## src/rtl/multi_pulse_pkg.sv

```systemverilog
// -----------------------------------------------------------------------------
// multi_pulse_pkg
// Shared definitions for the multi-channel pulse generator: the per-channel
// state encoding, default parameter values, and a helper that locates a
// channel's field inside the packed configuration buses.
// No ports (package).
// -----------------------------------------------------------------------------
package multi_pulse_pkg;

  // Per-channel sequencing states
  typedef enum logic [1:0] {
    ST_IDLE  = 2'd0,
    ST_DELAY = 2'd1,
    ST_PULSE = 2'd2
  } chan_state_e;

  // Default build: two channels (K1/K2), 32-bit counters, 2 us at 400 MHz
  localparam int unsigned DEF_N_CH        = 2;
  localparam int unsigned DEF_CNT_W       = 32;
  localparam int unsigned DEF_PULSE_WIDTH = 800;

  // LSB of channel 'ch' inside a bus that packs one cnt_w-wide field per channel
  function automatic int unsigned cfg_lsb(input int unsigned ch, input int unsigned cnt_w);
    return ch * cnt_w;
  endfunction

endpackage

```

## src/rtl/multi_pulse_chan.sv

```systemverilog
// -----------------------------------------------------------------------------
// multi_pulse_chan
// One pulse channel: waits a latched delay after a start strobe, then drives
// its output high for a latched width. Delay and width are captured at start
// so configuration changes mid-sequence have no effect.
//
// Ports:
//   clk_i     in   system clock
//   rst_i     in   synchronous active-high reset
//   enable_i  in   global enable; low forces the channel back to idle
//   start_i   in   one-cycle start strobe (already qualified by the top)
//   delay_i   in   start delay in cycles, sampled with start_i
//   width_i   in   effective pulse width in cycles, sampled with start_i
//   pulse_o   out  registered pulse output
//   active_o  out  channel is not idle
// -----------------------------------------------------------------------------
module multi_pulse_chan
  import multi_pulse_pkg::*;
#(
  parameter int unsigned CNT_W = DEF_CNT_W
) (
  input  logic             clk_i,
  input  logic             rst_i,
  input  logic             enable_i,
  input  logic             start_i,
  input  logic [CNT_W-1:0] delay_i,
  input  logic [CNT_W-1:0] width_i,
  output logic             pulse_o,
  output logic             active_o
);

  localparam logic [CNT_W-1:0] CNT_ONE = CNT_W'(1);

  chan_state_e      state_q, state_d;
  logic [CNT_W-1:0] cnt_q,   cnt_d;
  logic [CNT_W-1:0] delay_q, delay_d;
  logic [CNT_W-1:0] width_q, width_d;
  logic             pulse_q, pulse_d;

  // State, counter, latched configuration and output register
  always_ff @(posedge clk_i) begin
    if (rst_i) begin
      state_q <= ST_IDLE;
      cnt_q   <= '0;
      delay_q <= '0;
      width_q <= '0;
      pulse_q <= 1'b0;
    end else begin
      state_q <= state_d;
      cnt_q   <= cnt_d;
      delay_q <= delay_d;
      width_q <= width_d;
      pulse_q <= pulse_d;
    end
  end

  // Next-state logic. The counter restarts from zero on every state change
  // and the terminal compare ends the state before it could ever wrap.
  always_comb begin
    state_d = state_q;
    cnt_d   = cnt_q;
    delay_d = delay_q;
    width_d = width_q;
    if (!enable_i) begin
      state_d = ST_IDLE;
      cnt_d   = '0;
    end else begin
      case (state_q)
        ST_IDLE: begin
          if (start_i) begin
            delay_d = delay_i;
            width_d = width_i;
            cnt_d   = '0;
            if (delay_i != '0) begin
              state_d = ST_DELAY;
            end else if (width_i != '0) begin
              state_d = ST_PULSE;
            end
          end
        end
        ST_DELAY: begin
          if (cnt_q == delay_q - CNT_ONE) begin
            cnt_d   = '0;
            state_d = (width_q != '0) ? ST_PULSE : ST_IDLE;
          end else begin
            cnt_d = cnt_q + CNT_ONE;
          end
        end
        ST_PULSE: begin
          if (cnt_q == width_q - CNT_ONE) begin
            cnt_d   = '0;
            state_d = ST_IDLE;
          end else begin
            cnt_d = cnt_q + CNT_ONE;
          end
        end
        default: begin
          state_d = ST_IDLE;
          cnt_d   = '0;
        end
      endcase
    end
  end

  // Output is registered from the current state, so it trails the state by
  // one cycle; a dropped enable clears it on the very next edge.
  assign pulse_d  = enable_i && (state_q == ST_PULSE);
  assign pulse_o  = pulse_q;
  assign active_o = (state_q != ST_IDLE);

endmodule

```

## src/rtl/multi_pulse_gen.sv

```systemverilog
// -----------------------------------------------------------------------------
// multi_pulse_gen
// Detects rising edges on the TEM trigger line and launches N_CH independent
// delayed pulses (K1 = bit 0, K2 = bit 1, ...). Edges arriving while any
// channel is still running are dropped and flagged on trig_missed_o.
//
// Build option:
//   MULTI_PULSE_TRIG_SYNC_EN  - when defined, trig_i passes through a 2-flop
//                               synchroniser first (adds 2 cycles of latency).
//
// Ports:
//   clk_i          in   system clock
//   rst_i          in   synchronous active-high reset
//   enable_i       in   global enable; low forces all channels idle
//   trig_i         in   trigger input, rising edge starts a sequence
//   cfg_ch_en_i    in   [N_CH]        per-channel enable, sampled at trigger
//   cfg_delay_i    in   [N_CH*CNT_W]  per-channel delay, ch i at [i*CNT_W +: CNT_W]
//   cfg_width_i    in   [N_CH*CNT_W]  per-channel width, same packing
//   cfg_use_def_i  in   substitute DEF_WIDTH for any zero width
//   pulse_out_o    out  [N_CH] channel pulse outputs
//   busy_o         out  registered OR of all channels not idle
//   trig_missed_o  out  one-cycle strobe: an edge arrived while busy
// -----------------------------------------------------------------------------
module multi_pulse_gen
  import multi_pulse_pkg::*;
#(
  parameter int unsigned N_CH      = DEF_N_CH,
  parameter int unsigned CNT_W     = DEF_CNT_W,
  parameter int unsigned DEF_WIDTH = DEF_PULSE_WIDTH
) (
  input  logic                  clk_i,
  input  logic                  rst_i,
  input  logic                  enable_i,
  input  logic                  trig_i,
  input  logic [N_CH-1:0]       cfg_ch_en_i,
  input  logic [N_CH*CNT_W-1:0] cfg_delay_i,
  input  logic [N_CH*CNT_W-1:0] cfg_width_i,
  input  logic                  cfg_use_def_i,
  output logic [N_CH-1:0]       pulse_out_o,
  output logic                  busy_o,
  output logic                  trig_missed_o
);

  logic            trig_src;
  logic            trig_q, trig_qq;
  logic            trig_edge;
  logic            start;
  logic            busy_q, busy_d;
  logic            trig_missed_q, trig_missed_d;
  logic [N_CH-1:0] chan_active;

`ifdef MULTI_PULSE_TRIG_SYNC_EN
  logic sync1_q, sync2_q;

  // Two-flop synchroniser for an asynchronous trigger source
  always_ff @(posedge clk_i) begin
    if (rst_i) begin
      sync1_q <= 1'b0;
      sync2_q <= 1'b0;
    end else begin
      sync1_q <= trig_i;
      sync2_q <= sync1_q;
    end
  end

  assign trig_src = sync2_q;
`else
  assign trig_src = trig_i;
`endif

  // Edge detect plus the registered busy/missed flags. Because busy is
  // registered, an edge in the cycle the last channel goes idle still sees
  // busy and is dropped.
  always_ff @(posedge clk_i) begin
    if (rst_i) begin
      trig_q        <= 1'b0;
      trig_qq       <= 1'b0;
      busy_q        <= 1'b0;
      trig_missed_q <= 1'b0;
    end else begin
      trig_q        <= trig_src;
      trig_qq       <= trig_q;
      busy_q        <= busy_d;
      trig_missed_q <= trig_missed_d;
    end
  end

  assign trig_edge     = trig_q & ~trig_qq;
  assign start         = trig_edge & enable_i & ~busy_q;
  assign busy_d        = |chan_active;
  assign trig_missed_d = trig_edge & busy_q;

  for (genvar i = 0; i < N_CH; i++) begin : g_chan
    logic [CNT_W-1:0] cfg_w;
    logic [CNT_W-1:0] eff_w;

    assign cfg_w = cfg_width_i[cfg_lsb(i, CNT_W) +: CNT_W];
    assign eff_w = ((cfg_w == '0) && cfg_use_def_i) ? CNT_W'(DEF_WIDTH) : cfg_w;

    multi_pulse_chan #(
      .CNT_W(CNT_W)
    ) u_chan (
      .clk_i   (clk_i),
      .rst_i   (rst_i),
      .enable_i(enable_i),
      .start_i (start & cfg_ch_en_i[i]),
      .delay_i (cfg_delay_i[cfg_lsb(i, CNT_W) +: CNT_W]),
      .width_i (eff_w),
      .pulse_o (pulse_out_o[i]),
      .active_o(chan_active[i])
    );
  end

  assign busy_o        = busy_q;
  assign trig_missed_o = trig_missed_q;

endmodule
```

## config.mk

```make
export PLATFORM = sky130hd
export DESIGN_NAME = multi_pulse_gen
export DESIGN_NICKNAME = d
export VERILOG_FILES = /design/src/rtl/multi_pulse_pkg.sv /design/src/rtl/multi_pulse_chan.sv /design/src/rtl/multi_pulse_gen.sv
export SDC_FILE = /design/constraint.sdc
export NUM_CORES = 1
export LEC_CHECK = 0
export CAP_MARGIN = 20
export CORE_MARGIN = 4
export CORE_UTILIZATION = 55
export CTS_CLUSTER_DIAMETER = 120
export DETAILED_ROUTE_END_ITERATION = 16
export PLACE_DENSITY = 0.78
export SYNTH_ARGS = -nofsm -noshare
export SYNTH_HDL_FRONTEND = slang
export SYNTH_SLANG_ARGS = --single-unit
```

## constraint.sdc

```tcl
create_clock -name clk_i -period 4.87 [get_ports clk_i]
set_input_delay 0.974 -clock clk_i [delete_from_list [all_inputs] [get_ports clk_i]]
set_output_delay 0.974 -clock clk_i [all_outputs]
set_load 0.1 [all_outputs]
```

# Yosys cells after proc, flatten, opt, wreduce, memory -nomap -nowiden
# Index checks and enable logic that the tools add are counted.
[word_totals]
elab_cells = 91
register_bits = 202
output_inout_bits = 4
inputBits = 135
[classes]
mux = 24
eq_ne = 16
n_reduce_logical = 22
addsub = 6
bitwise_logic = 9
[ops]
columns = ["operator", "n"]
rows = [
  ["32-bit 2-to-1 mux", 8],
  ["32-bit case mux with 3 select lines", 2],
  ["32-bit nonzero test", 6],
  ["32-bit == test", 4],
  ["32-bit by 1-bit subtractor with 32-bit output (second input constant)", 4],
  ["32-bit by 1-bit adder with 32-bit output (second input constant)", 2],
  ["32-bit logical NOT", 2],
  ["2-bit 2-to-1 mux", 12],
  ["2-bit by 1-bit inequality test with 1-bit output (second input constant)", 6],
  ["2-bit case mux with 3 select lines", 2],
  ["4-bit AND reduction", 2],
  ["1-bit bitwise AND", 6],
  ["3-bit by 1-bit inequality test with 1-bit output (second input constant)", 2],
  ["3-bit AND reduction", 2],
  ["2-bit by 1-bit == test with 1-bit output (second input constant)", 2],
  ["2-bit == test (second input constant)", 2],
  ["1-bit logical AND", 4],
  ["2-bit logical NOT", 2],
  ["2-bit nonzero test", 2],
  ["2-bit OR reduction", 2],
  ["1-bit inverter", 3],
]

# Logic depth before layout (Yosys ltp)
[logic_depth]
word_depth = 8
mapped_depth = 15
depth_no_buf = 12

# Hierarchy
# Synthesis repeated with hierarchy kept, for this count alone.
[hier_totals]
hier_cells = 1881
area_unflattened_um2 = 13860.8
[by_module_without_submodules]
columns = ["module", "area_each_um2", "seq_area_each_um2", "instances", "cells_per_inst"]
rows = [
  ["multi_pulse_chan at g_chan[0].u_chan", 6749.0, 1981.9, 1, 905],
  ["multi_pulse_chan at g_chan[1].u_chan", 6530.0, 1981.9, 1, 872],
  ["multi_pulse_gen", 581.8, 80.1, 1, 104],
]

# Worst setup path before layout
# Ideal clock, no wire load.
[synth_timing]
path_type = "register -> register"
from = "reg g_chan[1].u_chan.delay_q[0]"
to = "reg g_chan[1].u_chan.cnt_q[11]"
t_required_ns = 4.750
path_buffers = 1
arrival_ns = 3.570
setup_slack_ns = 1.181
synth_period_minus_slack_ns = 3.689
path_stages_with_launch = 14
setup_ns = 0.120
cell_sequence = "dfxtp_1 -> inv_1 -> ha_1 -> nor3b_1 -> nor4b_4 -> nand4_1 -> xnor2_1 -> nand4_1 -> or4_1 -> o41a_1 -> o2111ai_4 -> buf_2 -> nor3_1 -> a211o_1"
[synth_via]
elab_chain_len = 4
[synth_rtl]
columns = ["element", "line", "text"]
rows = [
  ["from (decl)", "multi_pulse_chan.sv:36", "logic [CNT_W-1:0] delay_q, delay_d;"],
  ["from (signal assigned)", "multi_pulse_chan.sv:51", "delay_q <= delay_d;"],
  ["32-bit by 1-bit subtractor with 32-bit output", "multi_pulse_chan.sv:82", "if (cnt_q == delay_q - CNT_ONE) begin"],
  ["32-bit == test", "multi_pulse_chan.sv:82", ""],
  ["32-bit 2-to-1 mux", "multi_pulse_chan.sv:82", ""],
  ["32-bit case mux with 3 select lines", "multi_pulse_chan.sv:68", "case (state_q)"],
  ["to (signal assigned)", "multi_pulse_chan.sv:50", "cnt_q <= cnt_d;"],
  ["to (decl)", "multi_pulse_chan.sv:35", "logic [CNT_W-1:0] cnt_q, cnt_d;"],
]
# Every way passes these cells.
# A chain may end at the register's enable or synchronous reset.

# Worst setup path in the final report
[layout_timing]
from = "reg g_chan[1].u_chan.delay_q[0]"
to = "reg g_chan[1].u_chan.cnt_q[9]"
# The elaborated chain is that of the path after synthesis.

==> results by group <==
Outcome
  • Status: finished clean

Clocking
  • Clock transition at path regs: 0.06 ns
  • CTS tree: built
  • Htree depth: 1
  • Clock buffer depth: 3
  • CTS Root Cell: clkbuf_16
  • Later-pin clock latency in the skew report: 0.53 ns
  • Clock sinks: 202
  • CTS resizes: 0
  • Post-CTS setup repair buffer count: 0
  • Cts hold-fix bufs: 0
  • Total CTS buffers: 24

STA
  • Slew HR: 34.1%
  • Final WS setup: 0.433 ns
  • Tcrit/Tclk final: 91.1%
  • Final setup TNS: 0 ns
  • Max Freq: 225 MHz
  • Unrepaired setup endpoints after global routing: false
  • Final Max Tran Viols: 0
  • Tmin final: 4.44 ns
  • Worst Skew: 0.0152 ns
  • Hold Fails Final Rpt: 0
  • Worst slew pin tran: 0.986 ns
  • Final setup fails: 0

Critical path
  • Buf+Inv Stages, Crit Path: 2
  • Crit Path Class: flop to flop
  • CP max FO: 55
  • Crit path launch type: flop
  • Crit path max-delay family: simple AND/OR/NAND/NOR gates
  • Most common cell on crit path: nand4_1
  • Arr. time, crit path: 4.84 ns
  • CP required: 5.27 ns
  • Critical path's slowest cell: nor3b_1
  • Critical path's largest stage delay: 0.59 ns
  • Critical-path cell list: inv_1, ha_1, nor3b_1, nor4b_4, nand4_1, xnor2_1, nand4_1, or4_1, o41a_1, o2111ai_4, buf_4, nor2_1, a211o_1
  • Worst setup EP type: flop

Synth
  • Number of synthesized flops with an enable pin: 0
  • Sequential fraction of the synthesis area: 31.0%
  • Gate Count Post-Synth: 1,733
  • FF+latch count, synth: 202
  • Syn. warnings: 0
  • Mapped cell area: 13,100 µm²
  • Syn nets: 1,880
  • FFs w/ async S/R, synth: 0%
  • Ys flop type: dfxtp_1
  • Synth cell types: 77
  • Mean Syn Cell Area: 7.53 µm²

Pwr
  • Pwr per Cell Area: 286 nW/µm²
  • Worst vdd ir: 0.274 mV
  • Cell internal pwr: 3.21 mW
  • Sw Ratio: 26.7%
  • Clock power frac: 42.8%
  • P_leak: 5.61 nW
  • Sw Pwr: 1.17 mW
  • Sequential Power Share: 39.3%
  • Comb power frac: 17.9%
  • Total power: 4.38 mW

Global routing
  • First-pass GRT wire length: 59.3 mm
  • Initial antenna violation count: 0
  • Tot GR Track Use: 26.7%
  • Vias in the first global route: 12.3k
  • Global route total overflow: 0
  • Largest net degree at the start of global routing: 86

Layout
  • Post-Route Utilization: 65.3%
  • Layout cell share with drive strength beyond 1: 5.04%
  • Area Growth Syn to Fin: 17.1%
  • Antenna cells: 0
  • Fin cells: 2,123
  • Nets: 1,935

Routing
  • DR WL/cell: 17.2 µm
  • DRC: 0
  • Iteration-0 DRC Markers: 947
  • DRT Wirelength: 36.6 mm
  • Pre-Repair DR Iteration Count: 6
  • ANT nets after route: 0
  • Vias per cell: 6.08
  • Routed vias: 12.9k

Worst hold path
  • Type of the worst min-delay path: flop to flop

Placed design
  • GPL Wtd Cong: 0.933
  • Post-placement setup slack: 0.511 ns
  • Hpwl dp: 27.2 mm
  • PortBufs: 138
  • Placed cell count: 2,080

Floorplanning
  • Initial cell density of the core: 55.8%
  • Full die area: 26,300 µm²
  • I/O Pins: 139
  • Rows: 56
  • Die width: 162 µm
  • Core Region: 23,400 µm²
  • Die Ht: 162 µm

Run
  • Max cap viols: 0
path summary, 6_finish.rpt:
kind,startpoint,endpoint,slack [ns],cells past startpoint
max,g_chan[1].u_chan.delay_q[0],g_chan[1].u_chan.cnt_q[9],0.43,13
min,g_chan[1].u_chan.delay_q[31],g_chan[1].u_chan.delay_q[31],0.48,2
min reg2reg,g_chan[1].u_chan.delay_q[31],g_chan[1].u_chan.delay_q[31],0.48,2
max reg2reg,g_chan[1].u_chan.delay_q[0],g_chan[1].u_chan.cnt_q[9],0.43,13
cell families after synthesis:
kind of cell	Yosys count	share of synthesized area, %
AOI/OAI and AO/OA	361	18.3
and+or+nand+nor	799	31.2
xor gates and xnor gates	169	11.3
adders and majority gates	12	1.15
muxes	22	1.76
buffers and inverters	168	5.24
DFF	202	31.0
metrics by stage:
step	hold WS [ns]	instance area [µm²]
floorplan	0.449	13100
global placement	0.462	14400
detailed placement	0.472	14400
CTS	0.481	15300
global route	0.504	15300
finish	0.480	15300
synthesized netlist by cell type, types with 47 or more instances:
library cell    n  area share, %
nand2_1       231            6.6
a21oi_1       105            4.0
nor2_1        143            4.1
clkbuf_1      105            3.0
nor3_1         57            2.2
dfxtp_1       202             31
nand3_1        66            2.5
xnor2_1       101            6.8
nand4_1        47            2.3
a22oi_1        57            3.3
o21ai_0        68            2.6
nor4_1         79            3.8
xor2_1         68            4.6
worst register-to-register path, stage by stage (launching register included):
cell and delay (ns):
dfxtp_1 0.36, inv_1 0.08, ha_1 0.23, nor3b_1 0.59
nor4b_4 0.55, nand4_1 0.18, xnor2_1 0.19, nand4_1 0.10
or4_1 0.56, o41a_1 0.38, o2111ai_4 0.19, buf_4 0.46
nor2_1 0.15, a211o_1 0.30
power by group through the flow:
stage | Sequential, mW | Clock [mW] | Combinational [mW]
floorplan | 1.74 | 0 | 0.525
global placement | 1.76 | 0 | 0.755
detailed placement | 1.76 | 0 | 0.772
CTS | 1.72 | 1.90 | 0.776
global route | 1.72 | 1.97 | 0.861
finish | 1.72 | 1.87 | 0.783
state kept, by name, summed over array words and instances (netlist names):
register and flops:
g_chan.u_chan.cnt_q 64, g_chan.u_chan.delay_q 64, g_chan.u_chan.width_q 64, g_chan.u_chan.state_q 4
g_chan.u_chan.pulse_o 2, busy_o 1, trig_missed_o 1, trig_q 1
trig_qq 1
area by class of cell:
| type | instances | area [µm²] |
|---|---|---|
| multi-input cells | 1363 | 8350 |
| flip-flops and latches | 202 | 4040 |
| well taps | 319 | 399 |
| clock buffers | 33 | 696 |
| clock inverters | 9 | 129 |
| fillers | 2106 | 8120 |
| repair buffers | 156 | 1520 |
| inverters | 41 | 154 |
cells in the final DEF (no fill, tap or decap), types with 38 or more instances in the layout:
master,count
a21oi_1,103
a22oi_1,57
clkdlybuf4s50_1,137
dfxtp_1,202
inv_1,41
nand2_1,231
nand3_1,64
nand4_1,47
nor2_1,143
nor3_1,57
nor4_1,79
o21ai_0,68
or3_1,38
xnor2_1,101
xor2_1,68
routing by layer:
| layer | vias to the layer above | share of wire (%) | global-route usage [%] |
|---|---|---|---|
| li1 | 6381 | - | - |
| met1 | 6103 | 40 | 30.2 |
| met2 | 326 | 53 | 50.9 |
| met3 | 107 | 3.7 | 2.77 |
| met4 | 0 | 4.0 | 11.1 |
| met5 | - | 0 | 0 |
Note: power is estimated with default switching activity, not from simulation.
